`src/rtl/ctrl_unit_if.sv`:
```
// Bus between the multicycle control unit and the accumulator datapath
// (instruction memory, ALU flags, register file and accumulator controls).
interface ctrl_unit_if;
    logic [7:0] instr;
    logic       z_in;
    logic       c_in;
    logic [7:0] pc;
    logic [3:0] alu_sel;
    logic       accum_ld;
    logic [1:0] accum_src;
    logic [7:0] opnd;
    logic [3:0] rf_addr;
    logic       rf_we;
    logic       z_flag;
    logic       c_flag;
    logic       halted;
    logic       illegal;

    modport master (
        input  instr, z_in, c_in,
        output pc, alu_sel, accum_ld, accum_src, opnd, rf_addr, rf_we,
               z_flag, c_flag, halted, illegal
    );

    modport slave (
        output instr, z_in, c_in,
        input  pc, alu_sel, accum_ld, accum_src, opnd, rf_addr, rf_we,
               z_flag, c_flag, halted, illegal
    );
endinterface

```
`src/rtl/ctrl_unit.sv`:
```
// Multicycle fetch/decode/execute controller for the 8-bit accumulator CPU.
// Optional macro CTRL_ILLEGAL_TRAP_EN: reserved opcodes trap to HALT and set the sticky illegal flag.
module ctrl_unit #(
    parameter logic [7:0] RESET_PC = 8'h00
) (
    input  logic         clk,
    input  logic         rst,
    ctrl_unit_if.master  bus
);

    localparam logic [3:0] OP_NOP  = 4'b0000;
    localparam logic [3:0] OP_ADD  = 4'b0001;
    localparam logic [3:0] OP_SUB  = 4'b0010;
    localparam logic [3:0] OP_NOR  = 4'b0011;
    localparam logic [3:0] OP_MOVR = 4'b0100;
    localparam logic [3:0] OP_MOVA = 4'b0101;
    localparam logic [3:0] OP_LDI  = 4'b0110;
    localparam logic [3:0] OP_JMP  = 4'b0111;
    localparam logic [3:0] OP_JZ   = 4'b1000;
    localparam logic [3:0] OP_JC   = 4'b1001;
    localparam logic [3:0] OP_SHL  = 4'b1011;
    localparam logic [3:0] OP_SHR  = 4'b1100;
    localparam logic [3:0] OP_HALT = 4'b1111;

    localparam logic [1:0] SRC_ALU = 2'b00;
    localparam logic [1:0] SRC_RF  = 2'b01;
    localparam logic [1:0] SRC_OPD = 2'b10;

    typedef enum logic [2:0] {
        S_FETCH  = 3'd0,
        S_DECODE = 3'd1,
        S_OPER   = 3'd2,
        S_EXEC   = 3'd3,
        S_HALT   = 3'd4
    } state_t;

    function automatic logic is_two_byte(input logic [3:0] op);
        case (op)
            OP_LDI, OP_JMP, OP_JZ, OP_JC: is_two_byte = 1'b1;
            default:                      is_two_byte = 1'b0;
        endcase
    endfunction

    function automatic logic is_alu_op(input logic [3:0] op);
        case (op)
            OP_ADD, OP_SUB, OP_NOR, OP_SHL, OP_SHR: is_alu_op = 1'b1;
            default:                                is_alu_op = 1'b0;
        endcase
    endfunction

    function automatic logic is_reserved(input logic [3:0] op);
        case (op)
            4'b1010, 4'b1101, 4'b1110: is_reserved = 1'b1;
            default:                   is_reserved = 1'b0;
        endcase
    endfunction

    state_t     state_q, state_d;
    logic [7:0] ir_q, ir_d;
    logic [7:0] opnd_q, opnd_d;
    logic [7:0] pc_q, pc_d;
    logic       z_q, z_d;
    logic       c_q, c_d;
    logic       illegal_q, illegal_d;
    logic       halted_q, halted_d;

    logic [3:0] op_s;
    logic [3:0] alu_sel_s;
    logic       accum_ld_s;
    logic [1:0] accum_src_s;
    logic       rf_we_s;

    assign op_s = ir_q[7:4];

    // Next-state logic: sequencing, pc/ir/operand updates and flag capture
    always_comb begin
        state_d   = state_q;
        ir_d      = ir_q;
        opnd_d    = opnd_q;
        pc_d      = pc_q;
        z_d       = z_q;
        c_d       = c_q;
        illegal_d = illegal_q;
        case (state_q)
            S_FETCH: begin
                ir_d    = bus.instr;
                pc_d    = pc_q + 8'd1;
                state_d = S_DECODE;
            end
            S_DECODE: begin
                if (is_two_byte(op_s)) begin
                    state_d = S_OPER;
                end else if (op_s == OP_HALT) begin
                    state_d = S_HALT;
                end else if (is_reserved(op_s)) begin
`ifdef CTRL_ILLEGAL_TRAP_EN
                    state_d   = S_HALT;
                    illegal_d = 1'b1;
`else
                    state_d   = S_EXEC;
`endif
                end else begin
                    state_d = S_EXEC;
                end
            end
            S_OPER: begin
                opnd_d  = bus.instr;
                pc_d    = pc_q + 8'd1;
                state_d = S_EXEC;
            end
            S_EXEC: begin
                state_d = S_FETCH;
                if (is_alu_op(op_s)) begin
                    z_d = bus.z_in;
                    c_d = bus.c_in;
                end else begin
                    z_d = z_q;
                    c_d = c_q;
                end
                // Jumps test the flags as they stood before this EXEC cycle
                case (op_s)
                    OP_JMP:  pc_d = opnd_q;
                    OP_JZ:   pc_d = z_q ? opnd_q : pc_q;
                    OP_JC:   pc_d = c_q ? opnd_q : pc_q;
                    default: pc_d = pc_q;
                endcase
            end
            S_HALT: begin
                state_d = S_HALT;
            end
            default: begin
                state_d = S_FETCH;
            end
        endcase
        halted_d = (state_d == S_HALT);
    end

    // Architectural state register with dominant synchronous reset
    always_ff @(posedge clk) begin
        if (rst) begin
            state_q   <= S_FETCH;
            ir_q      <= 8'h00;
            opnd_q    <= 8'h00;
            pc_q      <= RESET_PC;
            z_q       <= 1'b0;
            c_q       <= 1'b0;
            illegal_q <= 1'b0;
            halted_q  <= 1'b0;
        end else begin
            state_q   <= state_d;
            ir_q      <= ir_d;
            opnd_q    <= opnd_d;
            pc_q      <= pc_d;
            z_q       <= z_d;
            c_q       <= c_d;
            illegal_q <= illegal_d;
            halted_q  <= halted_d;
        end
    end

    // EXEC-cycle strobes decoded from state and ir; reset suppresses them in its own cycle
    always_comb begin
        alu_sel_s   = 4'b0000;
        accum_ld_s  = 1'b0;
        accum_src_s = SRC_ALU;
        rf_we_s     = 1'b0;
        if ((state_q == S_EXEC) && !rst) begin
            case (op_s)
                OP_ADD, OP_SUB, OP_NOR, OP_SHL, OP_SHR: begin
                    alu_sel_s   = op_s;
                    accum_src_s = SRC_ALU;
                    accum_ld_s  = 1'b1;
                end
                OP_MOVR: begin
                    accum_src_s = SRC_RF;
                    accum_ld_s  = 1'b1;
                end
                OP_MOVA: begin
                    rf_we_s = 1'b1;
                end
                OP_LDI: begin
                    accum_src_s = SRC_OPD;
                    accum_ld_s  = 1'b1;
                end
                OP_NOP: begin
                    accum_ld_s = 1'b0;
                end
                default: begin
                    accum_ld_s = 1'b0;
                end
            endcase
        end else begin
            alu_sel_s   = 4'b0000;
            accum_ld_s  = 1'b0;
            accum_src_s = SRC_ALU;
            rf_we_s     = 1'b0;
        end
    end

    assign bus.pc        = pc_q;
    assign bus.opnd      = opnd_q;
    assign bus.rf_addr   = ir_q[3:0];
    assign bus.z_flag    = z_q;
    assign bus.c_flag    = c_q;
    assign bus.halted    = halted_q;
    assign bus.illegal   = illegal_q;
    assign bus.alu_sel   = alu_sel_s;
    assign bus.accum_ld  = accum_ld_s;
    assign bus.accum_src = accum_src_s;
    assign bus.rf_we     = rf_we_s;

endmodule

```
`src/flat_wrapper.sv`:
```
// flat-port wrapper written by rule: the top's interface ports become plain ports
module ctrl_unit_flat 
#(
    parameter logic [7:0] RESET_PC = 8'h00
)
  (clk, rst, bus_instr, bus_z_in, bus_c_in, bus_pc, bus_alu_sel, bus_accum_ld, bus_accum_src, bus_opnd, bus_rf_addr, bus_rf_we, bus_z_flag, bus_c_flag, bus_halted, bus_illegal);
  ctrl_unit_if bus_i ();
  input  logic clk;
  input  logic rst;
  input wire logic [$bits(bus_i.instr)-1:0] bus_instr;
  input wire logic [$bits(bus_i.z_in)-1:0] bus_z_in;
  input wire logic [$bits(bus_i.c_in)-1:0] bus_c_in;
  output wire logic [$bits(bus_i.pc)-1:0] bus_pc;
  output wire logic [$bits(bus_i.alu_sel)-1:0] bus_alu_sel;
  output wire logic [$bits(bus_i.accum_ld)-1:0] bus_accum_ld;
  output wire logic [$bits(bus_i.accum_src)-1:0] bus_accum_src;
  output wire logic [$bits(bus_i.opnd)-1:0] bus_opnd;
  output wire logic [$bits(bus_i.rf_addr)-1:0] bus_rf_addr;
  output wire logic [$bits(bus_i.rf_we)-1:0] bus_rf_we;
  output wire logic [$bits(bus_i.z_flag)-1:0] bus_z_flag;
  output wire logic [$bits(bus_i.c_flag)-1:0] bus_c_flag;
  output wire logic [$bits(bus_i.halted)-1:0] bus_halted;
  output wire logic [$bits(bus_i.illegal)-1:0] bus_illegal;
  assign bus_i.instr = bus_instr;
  assign bus_i.z_in = bus_z_in;
  assign bus_i.c_in = bus_c_in;
  assign bus_pc = bus_i.pc;
  assign bus_alu_sel = bus_i.alu_sel;
  assign bus_accum_ld = bus_i.accum_ld;
  assign bus_accum_src = bus_i.accum_src;
  assign bus_opnd = bus_i.opnd;
  assign bus_rf_addr = bus_i.rf_addr;
  assign bus_rf_we = bus_i.rf_we;
  assign bus_z_flag = bus_i.z_flag;
  assign bus_c_flag = bus_i.c_flag;
  assign bus_halted = bus_i.halted;
  assign bus_illegal = bus_i.illegal;
  ctrl_unit #(.RESET_PC(RESET_PC)) u_core (.clk(clk), .rst(rst), .bus(bus_i));
endmodule
```
`config.mk`:
```
export PLATFORM = sky130hd
export DESIGN_NAME = ctrl_unit_flat
export DESIGN_NICKNAME = d
export VERILOG_FILES = /design/src/rtl/ctrl_unit_if.sv /design/src/rtl/ctrl_unit.sv /design/src/flat_wrapper.sv
export SDC_FILE = /design/constraint.sdc
export NUM_CORES = 1
export LEC_CHECK = 0
export CORE_UTILIZATION = 48
export DETAILED_ROUTE_END_ITERATION = 8
export HOLD_SLACK_MARGIN = 0.02
export PLACE_DENSITY = 0.84
export SYNTH_ARGS = -nofsm -noshare
export SYNTH_HDL_FRONTEND = slang
export SYNTH_SLANG_ARGS = --single-unit
```
`constraint.sdc`:
```
create_clock -name clk -period 1.9 [get_ports clk]
set_input_delay 0.38 -clock clk [delete_from_list [all_inputs] [get_ports clk]]
set_output_delay 0.38 -clock clk [all_outputs]
set_load 0.02 [all_outputs]
```
==> flow_summary.toml <==
[run_status]
status = "finished with violations"
failed_checks = "negative setup slack"

[detailed_routing]
num_vias = 1581
drtAntennaViolNets = 0
drt-total-wl_mm = 3.99
vias_per_cell = 5.49
dr_wl_met3_um = 198
top_layer = "met4"
drc = 0
drt_iter0_drc = 90
dr.pass1.iters = 4
wl_met1_mm = 1.80
wl_met2_mm = 1.92
wire_per_inst_um = 13.9

[global_routing]
grt-ovfl-total = 0
antenna_found_initial = 0
grt_pass1_wl_mm = 6.14
grt_use_total = 0.225
grt_pass1_vias = 1337
grt_max_degree = 35

[sta]
finalCritPeriodShare = 1.17
fin_crit_ns = 2.22
fin_ws_ns = -0.315
hold-worst-slack_ns = 0.492
rsz0062_at_grt = "yes"
hold_viol = 0
fmax_ghz = 0.451
clock_skew_ns = 0.0106
slew_violations = 0
setup_tns_ns = -1.71
setup_viol = 8

[critical_path]
r2r-end = "u_core.bus.pc[1]"
start_kind = "flip-flop"
path_class = "flip-flop to output port"
reg2regPathDepth = 6
regToRegStartpoint = "u_core.ir_q[7]"
cp-end-kind = "output port"
arrival_ns = 1.84
worstPathMaxFanout = 3
reg2reg_slack_ns = 0.12
worst_path_largest_cell_delay_ns = 0.43
cp.required_ns = 1.52
cp_cell_sequence = "nand2_4, or3_4, or3b_4, nor3b_4, buf_6"
slowest_stage = "or3b_4"

[placement]
hpwl_mm = 2.57
globalplace.congestion = 0.775
dpl.cell_count = 278
dp_worst_setup_slack_ns = -0.905
io_buffers = 42

[logic_synthesis]
yosysWarnings = 0
syn-mean-instance-area_um2 = 8.38
syn_inst = 192
syn-num-nets = 205
ys_seq_elements = 30
synth_flop_cell = "dfxtp_1"
async_reset_ff_frac = 0
yosys.cell_types.count = 48
syn_area_mm2 = 0.00161
synth-edff-count = 0
ys_seq_area_frac = 0.373

[die]
start_util = 0.514
die_y_um = 59.9
num_io_pins = 44
rows = 20
dieArea_mm2 = 0.00359
core_area_mm2 = 0.00313
die_x_um = 59.9

[cts]
cts_buffer_depth = 2
cts_max_level = 2
cts_tree = "yes"
clock_latency_ns = 0.33
cts_sinks = 30
cts_inserted_buffers = 5
clk_pin_slew_ns = 0.09
cts_hold_buffers = 0
clockRootBuffer = "clkbuf_4"

[final_layout]
final_cells = 288
drive_above_1_share = 0.238
num_antenna_cells = 0
syn2layout_area_growth_pct = 44.6
fin_nets = 256
fillers = 227

[hold_path]
min_to = "u_core.bus.opnd[2]"
hold_class = "flip-flop to flip-flop"
hp-start = "u_core.bus.opnd[2]"
worstHoldPathCells = 2

[pwr]
swShare = 0.260
power.switching_mw = 0.456
p_per_area_mw_per_mm2 = 752
vdd_drop_max_v = 0.000558
p_seq_frac = 0.401
pwr-share-clk = 0.384
leakage_nw = 0.882
combPwrFrac = 0.214
internal_power_mw = 1.29

[flow_run]
cap_violations = 0
==> power by group through the flow <==
stage	clock network (mW)	logic [mW]	registers, mW
2_1_floorplan	0	0.219	0.723
3_3_place_gp	0	0.347	0.714
3_5_place_dp	0	0.351	0.714
4_1_cts	0.680	0.361	0.700
5_1_grt	0.706	0.405	0.707
6_report	0.673	0.375	0.702
==> cells in the mapped netlist (2+ instances only) <==
library cell  number  share of area
nand2_1           25          0.058
nand2b_1           7          0.027
nor3_1             4          0.012
nor2b_1            2         0.0078
o21ai_0            6          0.019
nand3b_1           3          0.014
buf_2              3         0.0093
a21o_1             4          0.019
o21a_1             2         0.0093
o211ai_1           2         0.0093
mux2i_1           13          0.081
and3_1             2         0.0078
a21oi_1           18          0.056
nor3b_2            2          0.016
clkbuf_1           6          0.014
nor2_1            20          0.047
and2_1             4          0.016
dfxtp_1           30           0.37
o32ai_1            2          0.011
buf_4              8          0.037
or4_1              2         0.0093
==> kinds of logic after synthesis <==
| kind of cell | Yosys count | share of synthesized area |
|---|---|---|
| XOR/XNOR | 1 | 0.00544 |
| AND/OR/NAND/NOR | 83 | 0.285 |
| flip-flops | 30 | 0.373 |
| buffers and inverters | 20 | 0.0723 |
| other | 1 | 0.00233 |
| adder cells (fa/ha/maj) | 1 | 0.00777 |
| multiplexers | 14 | 0.0879 |
| AO/OA/AOI/OAI | 42 | 0.166 |
==> worst max-delay path by stage <==
| stage | from | endpoint | slack, ns | depth (start not counted) |
|---|---|---|---|---|
| after floorplan | u_core.state_q[2] | bus_rf_we | -0.03 | 4 |
| after global placement | rst | bus_rf_we | -0.92 | 5 |
| after detailed placement | rst | bus_rf_we | -0.91 | 5 |
| after CTS | u_core.state_q[1] | bus_accum_src[1] | -0.39 | 5 |
| after global routing | u_core.state_q[0] | bus_accum_src[1] | -0.38 | 5 |
| final | u_core.state_q[0] | bus_accum_src[1] | -0.32 | 5 |
==> through the flow <==
stage | util | power, mW | area, um^2
global route | 0.744 | 1.82 | 2330
CTS | 0.733 | 1.74 | 2290
global placement | 0.686 | 1.06 | 2150
floorplan | - | 0.942 | 1650
detailed placement | 0.686 | 1.07 | 2150
finish | 0.744 | 1.75 | 2330
==> area by class of cell <==
class	count	area, um^2	area share
Multi-Input combinational cell	142	962	0.414
Sequential cell	30	603	0.259
Timing Repair Buffer	63	591	0.254
Clock inverter	2	60.1	0.0258
Tap cell	44	55.1	0.0237
Clock buffer	6	51.3	0.0221
Inverter	1	3.75	0.00161
==> layout by cell type (no fill, tap or decap), types with 2 or more instances in the layout <==
master and instances:
nand3b_1 3, nor3_1 3, a21o_1 4, o211ai_1 2, nand2b_1 7, o21a_1 2, a21oi_1 17, or4_1 2
o21ai_0 6, and3_1 2, o32ai_1 2, buf_6 9, mux2i_1 13, and2_4 3, nor3b_4 2, clkdlybuf4s50_1 33
dfxtp_2 2, nand2_1 25, nor2b_1 2, clkbuf_4 5, buf_4 20, bufinv_16 2, nor2_1 19, dfxtp_1 28
==> metal layers <==
layer	vias up	GRT usage
li1	770	-
met1	743	0.313
met2	58	0.348
met3	10	0.0476
met4	0	0.0698
met5	-	0
==> worst max-delay path, delay by kind of cell, from the launching register on <==
kind / cells / cell delay, ns
flip-flops: 1 / 0.36
buffers and inverters: 1 / 0.14
AND/OR/NAND/NOR: 4 / 1.01
==> flip-flops by register name, indices dropped and copies added, names as in the netlist <==
signal             cells
u_core.bus.halted      1
u_core.bus.z_flag      1
u_core.bus.c_flag      1
u_core.state_q         3
u_core.bus.pc          8
u_core.ir_q            8
u_core.bus.opnd        8
==> timing repair <==
item,CTS,global route
pin swaps,6,6
setup buffers,2,1
endpoints found under the setup margin,8,8
gates resized for setup,54,7
Note: power is estimated with default switching activity, not from simulation.
